## src/rtl/sprite_pkg.sv

```systemverilog
// Shared constants and FSM encoding for the sprite raster engine.
package sprite_pkg;
    localparam int SCREEN_W = 160;
    localparam int SCREEN_H = 120;
    localparam int X_W      = 8;
    localparam int Y_W      = 7;
    localparam int COLOUR_W = 12;

    localparam logic [COLOUR_W-1:0] TRANSPARENT = 12'hF0F;
    localparam logic [COLOUR_W-1:0] BG_COLOUR   = 12'h000;

    typedef enum logic [1:0] {
        ST_IDLE  = 2'd0,
        ST_RUN   = 2'd1,
        ST_FLUSH = 2'd2,
        ST_DONE  = 2'd3
    } state_t;
endpackage

```

## src/rtl/sprite_raster_counter.sv

```systemverilog
// Row-major px/py walker over the sprite; produces the ROM address and last-pixel flag.
module sprite_raster_counter #(
    parameter  int SPR_W  = 16,
    parameter  int SPR_H  = 16,
    localparam int PX_W   = $clog2(SPR_W),
    localparam int PY_W   = $clog2(SPR_H),
    localparam int ADDR_W = PX_W + PY_W
) (
    input  logic              clk,
    input  logic              reset,
    input  logic              clear,
    input  logic              enable,
    output logic [PX_W-1:0]   px,
    output logic [PY_W-1:0]   py,
    output logic              last,
    output logic [ADDR_W-1:0] addr
);
    always_ff @(posedge clk or posedge reset) begin
        if (reset) begin
            px <= '0;
            py <= '0;
        end else if (clear) begin
            px <= '0;
            py <= '0;
        end else if (enable) begin
            // Power-of-two sizes let both counters wrap naturally.
            px <= px + PX_W'(1);
            if (px == PX_W'(SPR_W - 1))
                py <= py + PY_W'(1);
        end
    end

    assign last = (px == PX_W'(SPR_W - 1)) && (py == PY_W'(SPR_H - 1));
    // py*SPR_W + px is a plain concatenation because SPR_W is a power of two.
    assign addr = {py, px};
endmodule

```

## src/rtl/sprite_blitter.sv

```systemverilog
// Sprite raster engine: walks the sprite ROM one pixel per clock and emits clipped,
// transparency-keyed plot strobes for the vga_adapter pixel port.
module sprite_blitter import sprite_pkg::*; #(
    parameter  int                  SPR_W       = 16,
    parameter  int                  SPR_H       = 16,
    parameter  int                  COLOUR_W    = sprite_pkg::COLOUR_W,
    parameter  logic [COLOUR_W-1:0] TRANSPARENT = sprite_pkg::TRANSPARENT,
    parameter  logic [COLOUR_W-1:0] BG_COLOUR   = sprite_pkg::BG_COLOUR,
    localparam int                  PX_W        = $clog2(SPR_W),
    localparam int                  PY_W        = $clog2(SPR_H),
    localparam int                  ADDR_W      = $clog2(SPR_W * SPR_H)
) (
    input  logic                clk,
    input  logic                reset,
    input  logic                start,
    input  logic                erase,
    input  logic [X_W-1:0]      base_x,
    input  logic [Y_W-1:0]      base_y,
    output logic [ADDR_W-1:0]   rom_addr,
    input  logic [COLOUR_W-1:0] rom_data,
    output logic [X_W-1:0]      x_out,
    output logic [Y_W-1:0]      y_out,
    output logic [COLOUR_W-1:0] colour_out,
    output logic                plot,
    output logic                busy,
    output logic                done
);
    state_t state, state_nxt;
    logic   accept, cnt_en, last;

    logic [PX_W-1:0] px;
    logic [PY_W-1:0] py;

    logic [X_W-1:0] bx_q;
    logic [Y_W-1:0] by_q;
    logic           erase_q;

    logic            a_valid, a_erase;
    logic [PX_W-1:0] a_px;
    logic [PY_W-1:0] a_py;

    logic [X_W:0] sum_x;
    logic [Y_W:0] sum_y;
    logic         in_bounds, opaque;

    sprite_raster_counter #(.SPR_W(SPR_W), .SPR_H(SPR_H)) u_counter (
        .clk    (clk),
        .reset  (reset),
        .clear  (accept),
        .enable (cnt_en),
        .px     (px),
        .py     (py),
        .last   (last),
        .addr   (rom_addr)
    );

    always_ff @(posedge clk or posedge reset) begin
        if (reset) state <= ST_IDLE;
        else       state <= state_nxt;
    end

    always_comb begin
        state_nxt = state;
        accept    = 1'b0;
        cnt_en    = 1'b0;
        case (state)
            // DONE behaves like IDLE so back-to-back draws lose no cycle.
            ST_IDLE, ST_DONE: begin
                if (start) begin
                    accept    = 1'b1;
                    state_nxt = ST_RUN;
                end else begin
                    state_nxt = ST_IDLE;
                end
            end
            ST_RUN: begin
                cnt_en = 1'b1;
                if (last) state_nxt = ST_FLUSH;
            end
            ST_FLUSH: state_nxt = ST_DONE;
            default:  state_nxt = ST_IDLE;
        endcase
    end

    always_ff @(posedge clk or posedge reset) begin
        if (reset) begin
            bx_q    <= '0;
            by_q    <= '0;
            erase_q <= 1'b0;
        end else if (accept) begin
            bx_q    <= base_x;
            by_q    <= base_y;
            erase_q <= erase;
        end
    end

    // Stage A: pixel coordinates travel alongside the synchronous ROM read.
    always_ff @(posedge clk or posedge reset) begin
        if (reset) begin
            a_valid <= 1'b0;
            a_px    <= '0;
            a_py    <= '0;
            a_erase <= 1'b0;
        end else begin
            a_valid <= (state == ST_RUN);
            a_px    <= px;
            a_py    <= py;
            a_erase <= erase_q;
        end
    end

    // One extra bit on each sum keeps off-screen pixels from wrapping back on.
    assign sum_x     = {1'b0, bx_q} + (X_W + 1)'(a_px);
    assign sum_y     = {1'b0, by_q} + (Y_W + 1)'(a_py);
    assign in_bounds = (sum_x < (X_W + 1)'(SCREEN_W)) && (sum_y < (Y_W + 1)'(SCREEN_H));
    assign opaque    = (rom_data != TRANSPARENT);

    // Stage B: registered pixel port plus status flags delayed to line up with it.
    always_ff @(posedge clk or posedge reset) begin
        if (reset) begin
            x_out      <= '0;
            y_out      <= '0;
            colour_out <= '0;
            plot       <= 1'b0;
            busy       <= 1'b0;
            done       <= 1'b0;
        end else begin
            busy <= (state == ST_RUN) || (state == ST_FLUSH);
            done <= (state == ST_DONE);
            plot <= a_valid && in_bounds && (a_erase || opaque);
            if (a_valid) begin
                x_out      <= sum_x[X_W-1:0];
                y_out      <= sum_y[Y_W-1:0];
                colour_out <= a_erase ? BG_COLOUR : rom_data;
            end
        end
    end
endmodule
```

## config.mk

```make
export PLATFORM = sky130hd
export DESIGN_NAME = sprite_blitter
export DESIGN_NICKNAME = d
export VERILOG_FILES = /design/src/rtl/sprite_pkg.sv /design/src/rtl/sprite_raster_counter.sv /design/src/rtl/sprite_blitter.sv
export SDC_FILE = /design/constraint.sdc
export NUM_CORES = 1
export LEC_CHECK = 0
export BUFFER_PORTS_ARGS = -buffer_cell sky130_fd_sc_hd__buf_2
export CORE_ASPECT_RATIO = 1.75
export CORE_MARGIN = 5
export CORE_UTILIZATION = 53
export DETAILED_ROUTE_END_ITERATION = 16
export PLACE_DENSITY = 0.79
export SYNTH_ARGS = -nofsm -noshare
export SYNTH_HDL_FRONTEND = slang
export SYNTH_SLANG_ARGS = --single-unit
```

## constraint.sdc

```tcl
create_clock -name clk -period 2.55 [get_ports clk]
set_clock_uncertainty 0.2 [all_clocks]
set_input_delay 0.3825 -clock clk [delete_from_list [all_inputs] [get_ports clk]]
set_output_delay 0.3825 -clock clk [all_outputs]
set_load 0.02 [all_outputs]
```

==> flow_summary.json <==
{
  "dp_slack_ps": 298.9,
  "synth_common_cells": "66 x dfrtp_1, 17 x mux2_1, 17 x nor2_1",
  "yosysMostFrequentCell": "dfrtp_1",
  "antenna_cells": 0,
  "met1_usage": 0.2089,
  "synth-compound-area-share": 0.1234,
  "cts.htree.levels": 3,
  "grt_pass1_wl_um": 9377,
  "synthMuxAreaShare": 0.08796,
  "netlist_area_um2": 2930,
  "ys_types": 48,
  "synth_edf_count": 0,
  "path_max_fanout": 5,
  "hpwl_um": 4307,
  "cp-end-kind": "flip-flop",
  "synthCells": 237,
  "yosysWarnings": 0,
  "max-vdd-ir-drop_uv": 626.4,
  "met3_usage": 0.04054,
  "maxCapViolations": 0,
  "yosys.area.top_type": "dfrtp_1",
  "num_rows": 36,
  "finalCritPeriodShare": 0.8934,
  "syn_avg_cell_area_um2": 12.36,
  "insertion_delay_ps": 340,
  "drive_above_1_share": 0.3048,
  "start_util": 0.5332,
  "clkTransAtPathRegs_ps": 60,
  "drt_iter0_markers": 67,
  "final.setup.worst_slack_ps": 271.8,
  "synthFlopType": "dfrtp_1",
  "cts_tree": "yes",
  "syn_nets": 283,
  "synth-xor-area-share": 0.04184,
  "slew_headroom": 0.5256,
  "start_kind": "flip-flop",
  "clk_path_buf_depth": 2,
  "grt_pass1_vias": 2013,
  "grt_setup_unrepaired": "no",
  "first_pass_iters": 4,
  "p_per_area_nw_per_um2": 1262,
  "synth_top_area_share": 0.5636,
  "grt_max_degree": 46,
  "hold_viol": 0,
  "viasPerCell": 5.304,
  "drc": 0,
  "core_region_area_um2": 5495,
  "die_width_um": 66.21,
  "period_minus_slack_ps": 2278,
  "gp_congestion": 0.7968,
  "io_pins": 69,
  "routed-via-count": 2074,
  "slew_viol_final": 0,
  "synth.area.top_cells": "dfrtp_1 56%, mux2_1 6.5%, ha_1 5.6%",
  "cts-root-buf": "clkbuf_8",
  "clock-sinks": 66,
  "crit_arrival_ps": 2300,
  "synthAdderAreaFrac": 0.06917,
  "cts_buffers": 9,
  "port_buffers": 68,
  "synth_top_family_by_area": "compound AO/OA/AOI/OAI gates",
  "required_ps": 2570,
  "wl_per_cell_um": 14.61,
  "tightest_slew_ps": 709.0,
  "synth_seq_cells": 66,
  "ant_nets": 0,
  "critPathKind": "reg2reg",
  "cts-resized-gates": 0,
  "die_height_um": 108.4,
  "r2r_setup_slack_ps": 270,
  "leakagePower_uw": 0.001766,
  "syn_to_final_growth_pct": 22.08,
  "gr-usage-met2": 0.2886,
  "gr-total-overflow": 0,
  "hold_class": "in2reg",
  "dieArea_um2": 7175,
  "status": "finished, final reports clean",
  "tns_ps": 0,
  "async_flop_share": 1.000,
  "synth-seq-area-share": 0.5636,
  "setup_violations": 0,
  "antenna_found_initial": 0,
  "yosys.area_share.simple": 0.08711,
  "wirelength_um": 5711,
  "busiest_layer": "met2",
  "max_freq_ghz": 0.4389,
  "grt_use_total": 0.1749,
  "finish.net_count": 357
}
==> cells in the final DEF (no fill, tap or decap), types with 3 or more instances in the layout <==
| cell | instances |
|---|---|
| a21o_1 | 3 |
| inv_1 | 9 |
| buf_2 | 68 |
| mux2_2 | 5 |
| dfrtp_1 | 66 |
| clkbuf_8 | 12 |
| nor2_1 | 17 |
| xor2_1 | 5 |
| nand2_1 | 10 |
| ha_1 | 13 |
| a21oi_1 | 12 |
| xnor2_1 | 9 |
| o21ai_1 | 4 |
| a22o_1 | 11 |
| nand3_1 | 3 |
| nand4_1 | 3 |
| mux2_1 | 17 |
==> kinds of logic (layout without fill, tap and decap cells) <==
logic type,Yosys count,count (layout)
and+or+nand+nor,50,50
xor gates and xnor gates,14,14
AOI/OAI and AO/OA,49,49
muxes,23,23
DFF,66,66
buffers and inverters,20,98
adders and majority gates,15,15
==> final timing paths <==
path / start / endpoint / cells past startpoint
max reg2reg: bx_q[0]$_DFFE_PP0P_ / plot$_DFF_PP0_ / 6
max: bx_q[0]$_DFFE_PP0P_ / plot$_DFF_PP0_ / 6
min: base_x[4] / bx_q[4]$_DFFE_PP0P_ / 2
min reg2reg: erase_q$_DFFE_PP0P_ / a_erase$_DFF_PP0_ / 0
min in group asynchronous: reset / u_counter.px[2]$_DFFE_PP0P_ / 3
max in group asynchronous: reset / colour_out[9]$_DFFE_PP0P_ / 4
==> per-layer routing <==
| metal | vias to the layer above | routed length, µm |
|---|---|---|
| met1 | 1013 | 2401 |
| met4 | 0 | 103 |
| met3 | 8 | 298 |
| met5 | - | 0 |
| met2 | 59 | 2908 |
| li1 | 994 | - |
==> worst max-delay path, cell delays in order (launching register included) <==
cell and delay [ps]:
dfrtp_1 380, ha_1 230, fa_1 440, a211oi_2 380, o21bai_1 120, o311a_1 290, o311a_1 120
==> layout make-up <==
type                    count  area, µm²
flip-flops and latches     66       1652
fillers                   455       1918
clock inverters             2      35.03
repair buffers             72      385.4
inverters                  11      41.29
multi-input cells         151       1200
clock buffers              13      168.9
well taps                  76      95.09
==> registers in the layout, summed over array words and instances (netlist names) <==
| register | count |
|---|---|
| a_erase | 1 |
| a_px | 4 |
| a_py | 4 |
| a_valid | 1 |
| busy | 1 |
| bx_q | 8 |
| by_q | 7 |
| colour_out | 12 |
| done | 1 |
| erase_q | 1 |
| plot | 1 |
| state | 2 |
| u_counter.px | 4 |
| u_counter.py | 4 |
| x_out | 8 |
| y_out | 7 |
==> power breakdown <==
group / leakage, µW / internal, µW / switching [µW]
clock: 0.000106 / 525 / 355
combinational: 0.000834 / 794 / 1080
sequential: 0.000827 / 1490 / 274
==> stage by stage <==
stage | hold WS [ps] | total power, µW | instance area, µm² | instances | utilization
floorplan | 147.1 | 3099 | 2930 | 237 | -
global placement | 158.6 | 3596 | 3363 | 375 | 0.6120
detailed placement | 168.8 | 3677 | 3363 | 375 | 0.6120
CTS | 43.88 | 4569 | 3577 | 391 | 0.6510
global route | 50.51 | 4825 | 3577 | 391 | 0.6510
finish | 58.14 | 4514 | 3577 | 391 | 0.6510
==> timing repair <==
action	4_1_cts	5_1_grt
hold buffers	1	0
setup buffers	0	0
endpoints found under the hold margin	21	0
Note: power is estimated with default switching activity, not from simulation.
